**src/rtl/wb_if.sv**
```systemverilog
// Wishbone pipelined bus bundle with clock and reset carried alongside.
// The master drives the request side, the slave answers with ack/err/stall.
interface wb_if;
    logic        clk;
    logic        rst;
    logic        cyc;
    logic        stb;
    logic        we;
    logic [3:0]  sel;
    logic [31:0] adr;
    logic [31:0] dat_o;
    logic [31:0] dat_i;
    logic        ack;
    logic        stall;
    logic        err;

    modport master (
        input  clk, rst, dat_i, ack, stall, err,
        output cyc, stb, we, sel, adr, dat_o
    );

    modport slave (
        input  clk, rst, cyc, stb, we, sel, adr, dat_o,
        output dat_i, ack, stall, err
    );
endinterface

```
**src/rtl/wb_cmd_master.sv**
```systemverilog
// Single-outstanding Wishbone pipelined initiator driven by a valid/ready
// command port, with a bounded timeout that forces an error response.
module wb_cmd_master #(
    parameter int unsigned TIMEOUT = 255
) (
    wb_if.master        wb,
    input  logic        req_valid,
    output logic        req_ready,
    input  logic        req_we,
    input  logic [31:0] req_adr,
    input  logic [31:0] req_dat,
    output logic        rsp_valid,
    input  logic        rsp_ready,
    output logic [31:0] rsp_dat,
    output logic        rsp_err
);

    typedef enum logic [1:0] {IDLE, REQ, WAIT, RSP} state_t;

    localparam logic [15:0] TLAST = 16'(TIMEOUT - 1);

    state_t      state_q, state_d;
    logic        cyc_q, cyc_d;
    logic        stb_q, stb_d;
    logic        we_q, we_d;
    logic [31:0] adr_q, adr_d;
    logic [31:0] dat_q, dat_d;
    logic        rv_q, rv_d;
    logic [31:0] rd_q, rd_d;
    logic        re_q, re_d;
    logic [15:0] cnt_q, cnt_d;

    logic        expired;
    logic        done;
    logic        done_err;
    logic [31:0] done_dat;
    logic        unused_adr;

    assign unused_adr = ^req_adr[1:0];
    assign expired    = (cnt_q == TLAST);

    assign req_ready = (state_q == IDLE) && !wb.rst;
    assign wb.cyc    = cyc_q;
    assign wb.stb    = stb_q;
    assign wb.we     = we_q;
    assign wb.sel    = 4'hF;
    assign wb.adr    = adr_q;
    assign wb.dat_o  = dat_q;
    assign rsp_valid = rv_q;
    assign rsp_dat   = rd_q;
    assign rsp_err   = re_q;

    always_comb begin
        state_d  = state_q;
        cyc_d    = cyc_q;
        stb_d    = stb_q;
        we_d     = we_q;
        adr_d    = adr_q;
        dat_d    = dat_q;
        rv_d     = rv_q;
        rd_d     = rd_q;
        re_d     = re_q;
        cnt_d    = cnt_q;
        done     = 1'b0;
        done_err = 1'b0;
        done_dat = 32'd0;
        unique case (state_q)
            IDLE: begin
                if (req_valid && req_ready) begin
                    state_d = REQ;
                    cyc_d   = 1'b1;
                    stb_d   = 1'b1;
                    we_d    = req_we;
                    adr_d   = {req_adr[31:2], 2'b00};
                    dat_d   = req_dat;
                    cnt_d   = 16'd0;
                end
            end
            REQ: begin
                cnt_d = cnt_q + 16'd1;
                // ack/err cannot belong to this request yet
                if (expired) begin
                    done     = 1'b1;
                    done_err = 1'b1;
                end else if (!wb.stall) begin
                    stb_d   = 1'b0;
                    state_d = WAIT;
                end
            end
            WAIT: begin
                cnt_d = cnt_q + 16'd1;
                if (wb.err) begin
                    done     = 1'b1;
                    done_err = 1'b1;
                end else if (wb.ack) begin
                    done     = 1'b1;
                    done_dat = we_q ? 32'd0 : wb.dat_i;
                end else if (expired) begin
                    done     = 1'b1;
                    done_err = 1'b1;
                end
            end
            RSP: begin
                if (rsp_ready) begin
                    rv_d    = 1'b0;
                    state_d = IDLE;
                end
            end
        endcase
        if (done) begin
            cyc_d   = 1'b0;
            stb_d   = 1'b0;
            rv_d    = 1'b1;
            re_d    = done_err;
            rd_d    = done_dat;
            state_d = RSP;
        end
    end

    always_ff @(posedge wb.clk or posedge wb.rst) begin
        if (wb.rst) begin
            state_q <= IDLE;
            cyc_q   <= 1'b0;
            stb_q   <= 1'b0;
            we_q    <= 1'b0;
            adr_q   <= 32'd0;
            dat_q   <= 32'd0;
            rv_q    <= 1'b0;
            rd_q    <= 32'd0;
            re_q    <= 1'b0;
            cnt_q   <= 16'd0;
        end else begin
            state_q <= state_d;
            cyc_q   <= cyc_d;
            stb_q   <= stb_d;
            we_q    <= we_d;
            adr_q   <= adr_d;
            dat_q   <= dat_d;
            rv_q    <= rv_d;
            rd_q    <= rd_d;
            re_q    <= re_d;
            cnt_q   <= cnt_d;
        end
    end

endmodule

```
**src/flat_wrapper.sv**
```systemverilog
// flat-port wrapper written by rule: the top's interface ports become plain ports
module wb_cmd_master_flat 
#(
    parameter int unsigned TIMEOUT = 255
)
  (req_valid, req_ready, req_we, req_adr, req_dat, rsp_valid, rsp_ready, rsp_dat, rsp_err, wb_clk, wb_rst, wb_dat_i, wb_ack, wb_stall, wb_err, wb_cyc, wb_stb, wb_we, wb_sel, wb_adr, wb_dat_o);
  wb_if wb_i ();
  input  logic req_valid;
  output logic req_ready;
  input  logic req_we;
  input  logic [31:0] req_adr;
  input  logic [31:0] req_dat;
  output logic rsp_valid;
  input  logic rsp_ready;
  output logic [31:0] rsp_dat;
  output logic rsp_err;
  input wire logic [$bits(wb_i.clk)-1:0] wb_clk;
  input wire logic [$bits(wb_i.rst)-1:0] wb_rst;
  input wire logic [$bits(wb_i.dat_i)-1:0] wb_dat_i;
  input wire logic [$bits(wb_i.ack)-1:0] wb_ack;
  input wire logic [$bits(wb_i.stall)-1:0] wb_stall;
  input wire logic [$bits(wb_i.err)-1:0] wb_err;
  output wire logic [$bits(wb_i.cyc)-1:0] wb_cyc;
  output wire logic [$bits(wb_i.stb)-1:0] wb_stb;
  output wire logic [$bits(wb_i.we)-1:0] wb_we;
  output wire logic [$bits(wb_i.sel)-1:0] wb_sel;
  output wire logic [$bits(wb_i.adr)-1:0] wb_adr;
  output wire logic [$bits(wb_i.dat_o)-1:0] wb_dat_o;
  assign wb_i.clk = wb_clk;
  assign wb_i.rst = wb_rst;
  assign wb_i.dat_i = wb_dat_i;
  assign wb_i.ack = wb_ack;
  assign wb_i.stall = wb_stall;
  assign wb_i.err = wb_err;
  assign wb_cyc = wb_i.cyc;
  assign wb_stb = wb_i.stb;
  assign wb_we = wb_i.we;
  assign wb_sel = wb_i.sel;
  assign wb_adr = wb_i.adr;
  assign wb_dat_o = wb_i.dat_o;
  wb_cmd_master #(.TIMEOUT(TIMEOUT)) u_core (.wb(wb_i), .req_valid(req_valid), .req_ready(req_ready), .req_we(req_we), .req_adr(req_adr), .req_dat(req_dat), .rsp_valid(rsp_valid), .rsp_ready(rsp_ready), .rsp_dat(rsp_dat), .rsp_err(rsp_err));
endmodule
```
**config.mk**
```make
export PLATFORM = sky130hd
export DESIGN_NAME = wb_cmd_master_flat
export DESIGN_NICKNAME = d
export VERILOG_FILES = /design/src/rtl/wb_if.sv /design/src/rtl/wb_cmd_master.sv /design/src/flat_wrapper.sv
export SDC_FILE = /design/constraint.sdc
export NUM_CORES = 1
export LEC_CHECK = 0
export BUFFER_PORTS_ARGS = -buffer_cell sky130_fd_sc_hd__buf_2
export CAP_MARGIN = 40
export CORE_MARGIN = 2
export CORE_UTILIZATION = 48
export CTS_CLUSTER_DIAMETER = 200
export DETAILED_ROUTE_END_ITERATION = 8
export PLACE_DENSITY_LB_ADDON = 0.12
export SYNTH_ARGS = -nofsm -noshare
export SYNTH_HDL_FRONTEND = slang
export SYNTH_SLANG_ARGS = --single-unit
```
**constraint.sdc**
```tcl
create_clock -name wb_clk -period 4.4 [get_ports wb_clk]
set_input_delay 0.88 -clock wb_clk [delete_from_list [all_inputs] [get_ports wb_clk]]
set_output_delay 0.88 -clock wb_clk [all_outputs]
set_load 0.05 [all_outputs]
```
* After elaboration in Yosys (flattened, before gate mapping) *
Cells that the tools add are included.
W data, S select, Z words.

storage, ports and cells
  memories = 0
  bits in latches = 0
  output and inout port bits = 106
  RAM bits = 0
  word-level logic and storage cells = 67
  bits in registers = 117
  memory bits (read-only) = 0

cells by class
  equality and inequality tests = 9
  shift operators = 0
  divide/modulo/power cells = 0
  magnitude comparators = 0
  $add $sub $neg = 1
  multiplexer cells = 29
  $mul = 0
  reductions and logical operators = 18
  bitwise logic cells = 0

operators with widths
  cell                     number
  $mux W32                 4
  $pmux W16 S2             1
  $add A16 B1 Y16 const B  1
  $eq A16 B8 Y1 const B    1
  $mux W16                 1
  $mux W1                  14
  $mux W2                  5
  $reduce_bool A2 Y1       5
  $ne A3 B2 Y1 const B     3
  $reduce_and A2 Y1        4
  $pmux W1 S2              3
  $pmux W2 S3              1
  $reduce_and A5 Y1        1
  $eq A2 B2 Y1 const B     2
  $reduce_and A4 Y1        1
  $reduce_bool A4 Y1       1
  $ne A3 B3 Y1 const B     1
  $reduce_bool A3 Y1       1
  $eq A2 B1 Y1 const B     1
  $logic_and A1 B1 Y1      2
  $logic_not A2 Y1         1
  $ne A2 B2 Y1 const B     1
  $reduce_or A2 Y1         1
  $logic_not A1 Y1         1

* Logic depth before layout (Yosys ltp) *
Gate-level depths: netlist of the first run.

  word-level depth = 7
  gate-level depth with buffers = 8
  mapped depth without buffers = 6

* Least setup slack after synthesis of the first run *
No wires, ideal clock.

  path type = input to output
  start = input port wb_rst
  end = output port req_ready
  arrival = 1.600 ns
  path slack = 1.920 ns
  stages = 1
  data required time = 3.520 ns
  path through = nor2b_1

between the ends
  cells in the longest elaborated chain, start to end = 2

ends and longest elaborated chain
  what                 line                 text
  start: declaration   flat_wrapper.sv:18   input wire logic [$bits(wb_i.rst)-1:0] wb_rst;
  $logic_not A1 Y1     wb_cmd_master.sv:42  assign req_ready = (state_q == IDLE) && !wb.rst;
  $logic_and A1 B1 Y1  wb_cmd_master.sv:42
  end: declaration     flat_wrapper.sv:9    output logic req_ready;

Every way passes these cells.

* Final worst setup path of the first run *
  start = register u_core.state_q[0]
  end = output port req_ready

between the ends
  cells in the longest elaborated chain, start to end = 2

ends and longest elaborated chain
  what                      line                  text
  start: declaration        wb_cmd_master.sv:22   state_t state_q, state_d;
  start signal: assignment  wb_cmd_master.sv:133  state_q <= state_d;
  $logic_not A2 Y1          wb_cmd_master.sv:42
  $logic_and A1 B1 Y1       wb_cmd_master.sv:42

Every way passes these cells.

==> results of run 1 <==
## sequential cells by signal, indices dropped and copies added (netlist names)
register and flops:
u_core.rsp_dat 32, u_core.wb.dat_o 32, u_core.wb.adr 30, u_core.cnt_q 16, u_core.state_q 2, u_core.rsp_err 1, u_core.rsp_valid 1, u_core.wb.cyc 1
u_core.wb.stb 1, u_core.wb.we 1
## metrics by stage
step                setup slack (ps)  hold slack (ps)  util (%)
detailed placement              1870              457      60.0
global route                    1530              273      65.5
CTS                             1630              268      65.5
global placement                1900              454      59.7
finish                          1640              286      65.5
floorplan                        419              513         -
## kinds of logic after synthesis
group	count (synthesis)	share of synthesized area, %
other cells	2	0.146
xor+xnor	7	1.19
simple gates	272	22.2
flops	117	57.0
mux	32	6.24
compound gates	40	5.41
buf+inv	68	6.27
fa+ha+maj	6	1.46
## cell type report
cell class              instances  area [µm²]
clock buffers                  22         443
clock inverters                10         130
fillers                       870        3570
inverters                      38         145
multi-input cells             363        1910
flip-flops and latches        117        2930
well taps                     136         170
repair buffers                207        1070
## layer usage
layer	part of all wire [%]	global-route usage, %	up-vias	wire length, µm
li1	-	-	2112	-
met1	41	27.8	1999	5050
met2	48	36.4	157	5850
met3	9.0	8.84	19	1100
met4	1.6	7.51	0	192
met5	0	0	-	0
## final timing paths
path | end | slack [ps] | cells past startpoint
max | req_ready | 1640 | 4
min | u_core.cnt_q[11] | 290 | 2
max reg2reg | u_core.rsp_dat[23] | 1900 | 6
min reg2reg | u_core.wb.adr[30] | 470 | 2
max in group asynchronous | u_core.wb.adr[13] | 3220 | 4
min in group wb_clk | u_core.wb.adr[30] | 470 | 2
## cells in the final DEF (no fill, tap or decap), types with 2 or more instances in the layout
cell type,netlist,routed
sky130_fd_sc_hd__nand2_1,232,231
sky130_fd_sc_hd__buf_2,1,201
sky130_fd_sc_hd__dfrtp_1,117,117
sky130_fd_sc_hd__inv_1,38,37
sky130_fd_sc_hd__mux2i_1,32,32
sky130_fd_sc_hd__clkbuf_16,0,16
sky130_fd_sc_hd__nor2_1,11,11
sky130_fd_sc_hd__o21ai_0,10,10
sky130_fd_sc_hd__a21oi_1,7,7
sky130_fd_sc_hd__xor2_1,7,7
sky130_fd_sc_hd__or3_1,6,6
sky130_fd_sc_hd__ha_1,6,6
sky130_fd_sc_hd__conb_1,2,6
sky130_fd_sc_hd__o2111ai_1,5,5
sky130_fd_sc_hd__clkinv_2,0,5
sky130_fd_sc_hd__buf_4,7,5
sky130_fd_sc_hd__a21o_1,4,4
sky130_fd_sc_hd__clkbuf_1,14,4
sky130_fd_sc_hd__and4_1,3,3
sky130_fd_sc_hd__bufinv_16,0,3
sky130_fd_sc_hd__nand4_1,2,2
sky130_fd_sc_hd__nor2b_1,2,2
sky130_fd_sc_hd__nand2b_1,2,2
sky130_fd_sc_hd__o21bai_1,2,2
sky130_fd_sc_hd__a22o_1,2,2
sky130_fd_sc_hd__a211o_1,2,2
sky130_fd_sc_hd__nand3_1,2,2
sky130_fd_sc_hd__o31ai_1,2,2
sky130_fd_sc_hd__clkbuf_8,0,2
sky130_fd_sc_hd__clkinvlp_4,0,2
## report_power, final
| part | total (mW) | switching, mW | internal, mW | leakage [nW] |
|---|---|---|---|---|
| sequential | 1.78 | 0.255 | 1.52 | 1.49 |
| combinational | 2.86 | 2.20 | 0.662 | 1.92 |
| clock | 1.33 | 0.460 | 0.871 | 0.279 |
## worst reg2reg max path, delay by kind of cell, from the launching register on
kind                       cells  cell delay (ps)
AOI/OAI and AO/OA              1              690
adders and majority gates      1              150
muxes                          1              320
and+or+nand+nor                2              740
DFF                            1              420
buffers and inverters          1               80
==> reports/results.md, run 1 <==
* 12,200 µm — Routed WL
* 8 — Crit Path Max Fanout
* 57.0% — sequential-to-total area share from yosys stat
* 0 — number of hold buffers added after cts
* 11,500 µm² — die area
* 70 — maximum number of pins on one net before global-route repair
* 22.5% — aggregate global-route resource usage
* 117 — clk sinks
* 420 ps — delay of the slowest cell on the worst path
* 37 — cell row count
* 46 — unique cell type count in the Yosys netlist
* 6800 µm² — total non-filler cell area in the finished layout
* 362 MHz — Highest Clock Rate
* 107 µm — die height
* 0 — number of failing hold endpoints at the final stage
* 3.69 nW — leakage power summed over all cells
* 117 — Synth Register Bits
* 50 ps — Reg clk slew, reported paths
* 893 — final instance count without filler cells
* 2 — sum of buffers and inverters on the critical path
* 500 ps — source-to-sink clock delay at the later pin of the worst-skew pair
* 0 — yosys warns
* complete, no violations — outcome
* 0 — number of resized instances in the post-cts repair step
* 0 — post-route ant nets
* 6 — DR pass1 iterations
* 3520 ps — Required @ worst endpoint
* 17 — TritonCTS Buffers
* 0 — antenna violations before repair
* 4 — number of H-tree branching levels
* 13.6 µm — average wire per cell in the routed design
* no — RSZ-0062 raised after global routing
* 32.4% — fraction of layout instances using a drive strength above 1
* 0 — number of maximum-capacitance constraint violations
* 854 — net count reported at finish
* sky130_fd_sc_hd__clkbuf_8 — CTS root buf
* sky130_fd_sc_hd__nand2_1 — top-count cell post-synth
* 20,300 µm — global-route wire length before repair
* flip-flop — Critical Path Source Type
* 0 ps — aggregate negative setup slack
* 8430 µm — total half-perimeter wirelength after legalization and detailed placement
* 57.0% — area share of the largest cell type after synthesis
* u_core.state_q[0] — Critical Path Start
* built — TritonCTS clock tree
* 2760 ps — Period minus WS final
* 107 µm — Die W
* 0 — total global routing overflow
* 4,287 — detailed-route via count
* u_core.cnt_q[0] — startpoint of the lowest-slack register-to-register path
* 62.8% — Final period util
* 9.43 µm² — average instance area after synthesis
* 4,351 — vias in the first global route
* 210 — I/O pins
* 10,400 µm² — Core Area
* input port to asynchronous set/reset pin — class of the tightest hold or removal check
* inv_1 -> ha_1 -> nor2b_1 -> buf_2 — cell-by-cell listing of the critical path
* 38.1% — relative slew slack
* 0 — Setup-failing EPs final
* 0 — postcts setup bufs
* 32.4% — area added between synthesis and finish
* 4.80 — post-DR vias/cell
* 544 — cells after synthesis
* sky130_fd_sc_hd__dfrtp_1 — slowest stage cell on the critical path
* 0.481 mV — worst vdd ir
* flip-flop to primary output — critical path start-end classification
* sky130_fd_sc_hd__nand2_1 (232), sky130_fd_sc_hd__dfrtp_1 (117), sky130_fd_sc_hd__inv_1 (38) — top cells by instance count after synthesis
* 926 ps — transition at the pin with the smallest max-transition slack
* 878 nW/µm² — areal power density over the cells
* 1880 ps — arrival time of the worst setup path
* 861 — cell total after placement
* sky130_fd_sc_hd__dfrtp_1 — leading area contributor after synthesis
* flip-flops — family of cells with the greatest summed delay on the critical path
* 0 — Pins Over Slew Limit
* 201 — number of buffers inserted by port buffering
* sky130_fd_sc_hd__dfrtp_1 — most used flip-flop cell after synthesis
* 2 — CTS max path bufs
* sky130_fd_sc_hd__dfrtp_1 (57%), sky130_fd_sc_hd__nand2_1 (17%), sky130_fd_sc_hd__mux2i_1 (6.2%) — biggest area contributors in the synthesized netlist
* 49.5% — Initial Utilization
* 0 — number of enable-type register cells in the synthesized netlist
* 5130 µm² — synthesized cell area
* 5.43 ps — Final Skew
* primary output — sort of element at the end of the critical path
* 5.97 mW — Total Power
* 100% — proportion of register bits with asynchronous set or reset after synthesis
* 6220 µm² — area post-placement
* 0 — drt drc
* 229 — DRC marker count from the first detailed-route iteration
* 0 — antenna fix cells
* 0.783 — Final GP Congestion
Note: power is estimated with default switching activity, not from simulation.
==> inputs of run 2 (changes only) <==
CORE_UTILIZATION = 44   (was 48)
clock period = 2.4 ns   (was 4.4 ns; I/O delays follow)
==> run 2 against run 1 <==
Against the previous run: routed wire length rose by 0.92%; final cell count increased by 1.8%; first-iteration DRC count fell by 12%; sequential share of layout area is 0.82 points lower; critical path type unchanged; largest cell class unchanged; largest power group unchanged; highest routed layer unchanged.
==> reports/results.md, run 2 (same netlist as run 1, synthesis figures left out) <==
* primary output — sort of element at the end of the critical path, unchanged
* 0 — drt drc, unchanged
* 47.8% — part of the total power dissipated in combinational logic, was 47.9%
* input port to asynchronous set/reset pin — class of the tightest hold or removal check, unchanged
* 0 — number of failing hold endpoints at the final stage, unchanged
* 4.54 ps — Final Skew, was 5.43 ps
* 0 — number of hold buffers added after cts, unchanged
* 0 — number of maximum-capacitance constraint violations, unchanged
* 29.4% — fraction of power consumed by sequential logic, was 29.8%
* 0 — post-route ant nets, unchanged
* 4.73 — post-DR vias/cell, was 4.80
* 60 ps — Reg clk slew, reported paths, was 50 ps
* 1.05 mV — worst vdd ir, was 0.481 mV
* 0 — antenna fix cells, unchanged
* 1750 ps — arrival time of the worst setup path, was 1880 ps
* 60.7% — post-route core utilization, was 65.5%
* 201 — number of buffers inserted by port buffering, unchanged
* 1920 ps — Required @ worst endpoint, was 3520 ps
* 8 — Crit Path Max Fanout, unchanged
* 65 — maximum number of pins on one net before global-route repair, was 70
* 8700 µm — total half-perimeter wirelength after legalization and detailed placement, was 8430 µm
* flip-flop — Critical Path Source Type, unchanged
* 112 µm — Die W, was 107 µm
* 13.5 µm — average wire per cell in the routed design, was 13.6 µm
* 4 — number of H-tree branching levels, unchanged
* 0 — Pins Over Slew Limit, unchanged
* 990 — number of fillers in the final layout, was 870
* 0 ps — aggregate negative setup slack, unchanged
* 5 — DR pass1 iterations, was 6
* 6330 µm² — area post-placement, was 6220 µm²
* no — RSZ-0062 raised after global routing, unchanged
* 20,600 µm — global-route wire length before repair, was 20,300 µm
* 3.75 nW — leakage power summed over all cells, was 3.69 nW
* sky130_fd_sc_hd__nand2_1 (231), sky130_fd_sc_hd__buf_2 (201), sky130_fd_sc_hd__dfrtp_1 (117) — commonest cells after routing, fill and taps aside, unchanged
* 93.1% — Final period util
* 22.8% — fraction of power consumed by the clock network, was 22.3%
* complete, no violations — outcome, unchanged
* 0 — Setup-failing EPs final, unchanged
* 20.5% — aggregate global-route resource usage, was 22.5%
* 202 — DRC marker count from the first detailed-route iteration, was 229
* 91.1 ps — Final Hold Slack, was 286 ps
* 2230 ps — Period minus WS final
* 6930 µm² — total non-filler cell area in the finished layout, was 6800 µm²
* 448 MHz — Highest Clock Rate
* 17 — TritonCTS Buffers, unchanged
* 538 ps — transition at the pin with the smallest max-transition slack, was 926 ps
* flip-flop to primary output — critical path start-end classification, unchanged
* 39 — cell row count, was 37
* 863 — net count reported at finish, was 854
* 210 — I/O pins, unchanged
* 4,301 — detailed-route via count, was 4,287
* sky130_fd_sc_hd__clkbuf_16 — CTS root buf, was sky130_fd_sc_hd__clkbuf_8
* 12,500 µm² — die area, was 11,500 µm²
* 5.38 mW — Switch Pwr, was 2.91 mW
* 11,400 µm² — Core Area, was 10,400 µm²
* 1600 nW/µm² — areal power density over the cells, was 878 nW/µm²
* 12,300 µm — Routed WL, was 12,200 µm
* 35.0% — area added between synthesis and finish, was 32.4%
* 0 — antenna violations before repair, unchanged
* 0 — number of resized instances in the post-cts repair step, unchanged
* 0 — total global routing overflow, unchanged
* 5.72 mW — Internal Dissipation, was 3.05 mW
* 0 — postcts setup bufs, unchanged
* sky130_fd_sc_hd__nand2_1 — most frequent standard cell in the layout excluding fill and tap cells, unchanged
* 11.1 mW — Total Power, was 5.97 mW
* 48.4% — switching portion of total power, was 48.8%
* 33.7% — fraction of layout instances using a drive strength above 1, was 32.4%
* 410 ps — source-to-sink clock delay at the later pin of the worst-skew pair, was 500 ps
* 112 µm — die height, was 107 µm
* 0.820 — Final GP Congestion, was 0.783
* 117 — clk sinks, unchanged
* 63.8% — relative slew slack, was 38.1%
* 2 — CTS max path bufs, unchanged
* 4,318 — vias in the first global route, was 4,351
* built — TritonCTS clock tree, unchanged
* 44.9% — Initial Utilization, was 49.5%
==> run 2: worst paths after layout <==
kind | startpoint | cells past startpoint | end | slack (ps)
max | u_core.state_q[1] | 4 | req_ready | 170
min | wb_rst | 2 | u_core.cnt_q[10] | 90
max reg2reg | u_core.cnt_q[0] | 7 | u_core.rsp_dat[26] | 220
min reg2reg | u_core.wb.adr[7] | 2 | u_core.wb.adr[7] | 460
max in group asynchronous | wb_rst | 3 | u_core.wb.dat_o[22] | 1680
min in group wb_clk | req_adr[18] | 3 | u_core.wb.adr[18] | 260
==> run 2: worst max-delay path, stage by stage (launching register included) <==
cell and delay [ps]:
sky130_fd_sc_hd__dfrtp_1 410, sky130_fd_sc_hd__inv_1 100, sky130_fd_sc_hd__ha_1 290, sky130_fd_sc_hd__nor2b_1 230, sky130_fd_sc_hd__buf_2 300
==> run 2: per-layer routing <==
metal,share of wire (%),global-route usage [%]
met5,0,0
met4,1.9,8.29
met3,8.4,8.27
met2,46,31.9
met1,43,25.6
==> run 2: layout make-up <==
class                           instances  area [µm²]  area share, %
Multi-Input combinational cell        363        1910           27.5
Clock inverter                         14         159           2.29
Sequential cell                       117        2930           42.3
Inverter                               38         146           2.11
Timing Repair Buffer                  216        1170           16.9
Clock buffer                           18         439           6.34
Tap cell                              143         179           2.58
==> run 2: per-stage QoR <==
stage / setup WS, ps / instances
floorplan: 72.3 / 548
global placement: 276 / 877
detailed placement: 213 / 877
CTS: 144 / 909
global route: 23.2 / 909
finish: 167 / 909
==> run 2: power by group through the flow <==
stage	Combinational, mW	Sequential, mW	Clock [mW]
2_1_floorplan	1.40	5.89	0
3_3_place_gp	5.28	3.24	0
3_5_place_dp	5.35	3.26	0
4_1_cts	5.36	3.26	2.60
5_1_grt	5.66	3.37	2.68
6_report	5.31	3.26	2.53
==> inputs of run 3 (changes only) <==
RECOVER_POWER = 100   (was not set)
==> run 3 against run 2 <==
Against the previous run: register-to-register slack worse by 40 ps; routed wire length up 0.16%; critical path type unchanged; utilization decreased by 1.5 points; clock-buffer cell count unchanged.
==> reports/results.md, run 3 (same netlist as run 1, synthesis figures left out) <==
* 4.73 — post-DR vias/cell, about the same
* 1610 nW/µm² — areal power density over the cells, was 1600 nW/µm²
* 0 — post-route ant nets, unchanged
* 17 — TritonCTS Buffers, unchanged
* flip-flop to primary output — critical path start-end classification, unchanged
* no — RSZ-0062 raised after global routing, unchanged
* 863 — net count reported at finish, unchanged
* 877 — cell total after placement, unchanged
* 0 — antenna fix cells, unchanged
* 205 — DRC marker count from the first detailed-route iteration, was 202
* 8700 µm — total half-perimeter wirelength after legalization and detailed placement, unchanged
* 0 — number of hold buffers added after cts, unchanged
* 117 — clk sinks, unchanged
* 0 — Setup-failing EPs final, unchanged
* 0 ps — aggregate negative setup slack, unchanged
* 4,302 — detailed-route via count, was 4,301
* 12,500 µm² — die area, unchanged
* 13.6 µm — average wire per cell in the routed design, was 13.5 µm
* 410 ps — source-to-sink clock delay at the later pin of the worst-skew pair, about the same
* u_core.cnt_q[0] — startpoint of the lowest-slack register-to-register path, unchanged
* 0 — postcts setup bufs, unchanged
* input port to asynchronous set/reset pin — class of the tightest hold or removal check, unchanged
* 410 ps — delay of the slowest cell on the worst path, about the same
* 168 ps — Final Hold Slack, was 91.1 ps
* sky130_fd_sc_hd__nand2_1 — most frequent standard cell in the layout excluding fill and tap cells, unchanged
* 0 — total global routing overflow, unchanged
* 44.9% — Initial Utilization, unchanged
* sky130_fd_sc_hd__dfrtp_1 — slowest stage cell on the critical path, unchanged
* 0 — number of resized instances in the post-cts repair step, unchanged
* 4,318 — vias in the first global route, unchanged
* flip-flop — Critical Path Source Type, unchanged
* u_core.rsp_dat[26] — end of the worst register-to-register path, unchanged
* 11.3% — relative slew slack, was 63.8%
* built — TritonCTS clock tree, unchanged
* 3.39 nW — leakage power summed over all cells, was 3.75 nW
* 65 — maximum number of pins on one net before global-route repair, unchanged
* 31.6% — area added between synthesis and finish, was 35.0%
* 8 — Crit Path Max Fanout, unchanged
* 1.03 mV — worst vdd ir, was 1.05 mV
* 1,053 — number of fillers in the final layout, was 990
* 0 — Pins Over Slew Limit, unchanged
* 5.32 ps — Final Skew, was 4.54 ps
* 93.1% — Final period util, about the same
* complete, no violations — outcome, unchanged
* 112 µm — die height, unchanged
* 2 — CTS max path bufs, unchanged
* 11,400 µm² — Core Area, unchanged
* 39 — cell row count, unchanged
* 0 — drt drc, unchanged
* 20,600 µm — global-route wire length before repair, unchanged
* 0.820 — Final GP Congestion, unchanged
* 1920 ps — Required @ worst endpoint, about the same
* sky130_fd_sc_hd__clkbuf_16 — CTS root buf, unchanged
* 5 — DR pass1 iterations, unchanged
* 2230 ps — Period minus WS final, about the same
* 201 — number of buffers inserted by port buffering, unchanged
* 20.5% — aggregate global-route resource usage, unchanged
* 448 MHz — Highest Clock Rate, about the same
* 60 ps — Reg clk slew, reported paths, about the same
* 909 — final instance count without filler cells, unchanged
* 180 ps — slack of the worst reg-to-reg path, was 220 ps
* 12,300 µm — Routed WL, about the same
* 0 — antenna violations before repair, unchanged
* primary output — sort of element at the end of the critical path, unchanged
* 0 — number of maximum-capacitance constraint violations, unchanged
* 112 µm — Die W, unchanged
* 1750 ps — arrival time of the worst setup path, about the same
* 4 — number of H-tree branching levels, unchanged
* sky130_fd_sc_hd__nand2_1 (231), sky130_fd_sc_hd__dfrtp_1 (117), sky130_fd_sc_hd__clkbuf_1 (105) — commonest cells after routing, fill and taps aside, was sky130_fd_sc_hd__nand2_1 (231), sky130_fd_sc_hd__buf_2 (201), sky130_fd_sc_hd__dfrtp_1 (117)
* 7 — depth of the most critical reg-to-reg path, unchanged
* 1330 ps — transition at the pin with the smallest max-transition slack, was 538 ps
* 210 — I/O pins, unchanged
* inv_1 -> ha_1 -> nor2b_1 -> buf_2 — cell-by-cell listing of the critical path, unchanged
* 19.7% — fraction of layout instances using a drive strength above 1, was 33.7%
* 0 — number of failing hold endpoints at the final stage, unchanged
## run 3: worst max path at each step
| stage | start | endpoint | slack (ps) | cells past startpoint |
|---|---|---|---|---|
| final | u_core.state_q[1] | req_ready | 170 | 4 |
| after global routing | u_core.state_q[1] | req_ready | 20 | 4 |
| after CTS | u_core.state_q[1] | req_ready | 140 | 4 |
| after detailed placement | u_core.cnt_q[0] | u_core.rsp_dat[5] | 210 | 7 |
| after global placement | u_core.cnt_q[0] | u_core.rsp_dat[21] | 280 | 7 |
| after floorplan | u_core.state_q[0] | u_core.cnt_q[10] | 70 | 7 |
## run 3: layer usage
metal	track usage (%)	part of all wire, %	vias up	wire length [µm]
met5	0	0	-	0
met1	25.6	44	2003	5380
li1	-	-	2132	-
met3	8.27	8.0	18	982
met2	31.9	47	149	5740
met4	8.29	1.8	0	216
## run 3: area by class of cell
cell class / count / area (µm²) / share of cell area, %
Clock buffer: 18 / 439 / 6.50
Clock inverter: 14 / 159 / 2.35
Timing Repair Buffer: 216 / 1000 / 14.8
Tap cell: 143 / 179 / 2.65
Sequential cell: 117 / 2930 / 43.4
Inverter: 38 / 144 / 2.13
Multi-Input combinational cell: 363 / 1900 / 28.2
## run 3: critical path: cells and delay by family (launching register included)
kind          cells  cell delay, ps
simple gates      1             230
fa+ha+maj         1             290
flops             1             410
buf+inv           2             410
## run 3: power by group
| group | total (mW) | switching [mW] | internal, mW |
|---|---|---|---|
| clock network | 2.53 | 0.887 | 1.65 |
| registers | 3.28 | 0.490 | 2.79 |
| logic | 5.06 | 4.02 | 1.04 |
## run 3: through the flow
| stage | setup slack (ps) | instance area (µm²) | power, mW | util [%] |
|---|---|---|---|---|
| after global routing | 23.2 | 6750 | 11.5 | 59.1 |
| after global placement | 276 | 6330 | 8.52 | 55.4 |
| after floorplan | 72.3 | 5150 | 7.29 | - |
| after CTS | 144 | 6930 | 11.2 | 60.7 |
| final | 166 | 6750 | 10.9 | 59.1 |
| after detailed placement | 213 | 6330 | 8.61 | 55.4 |
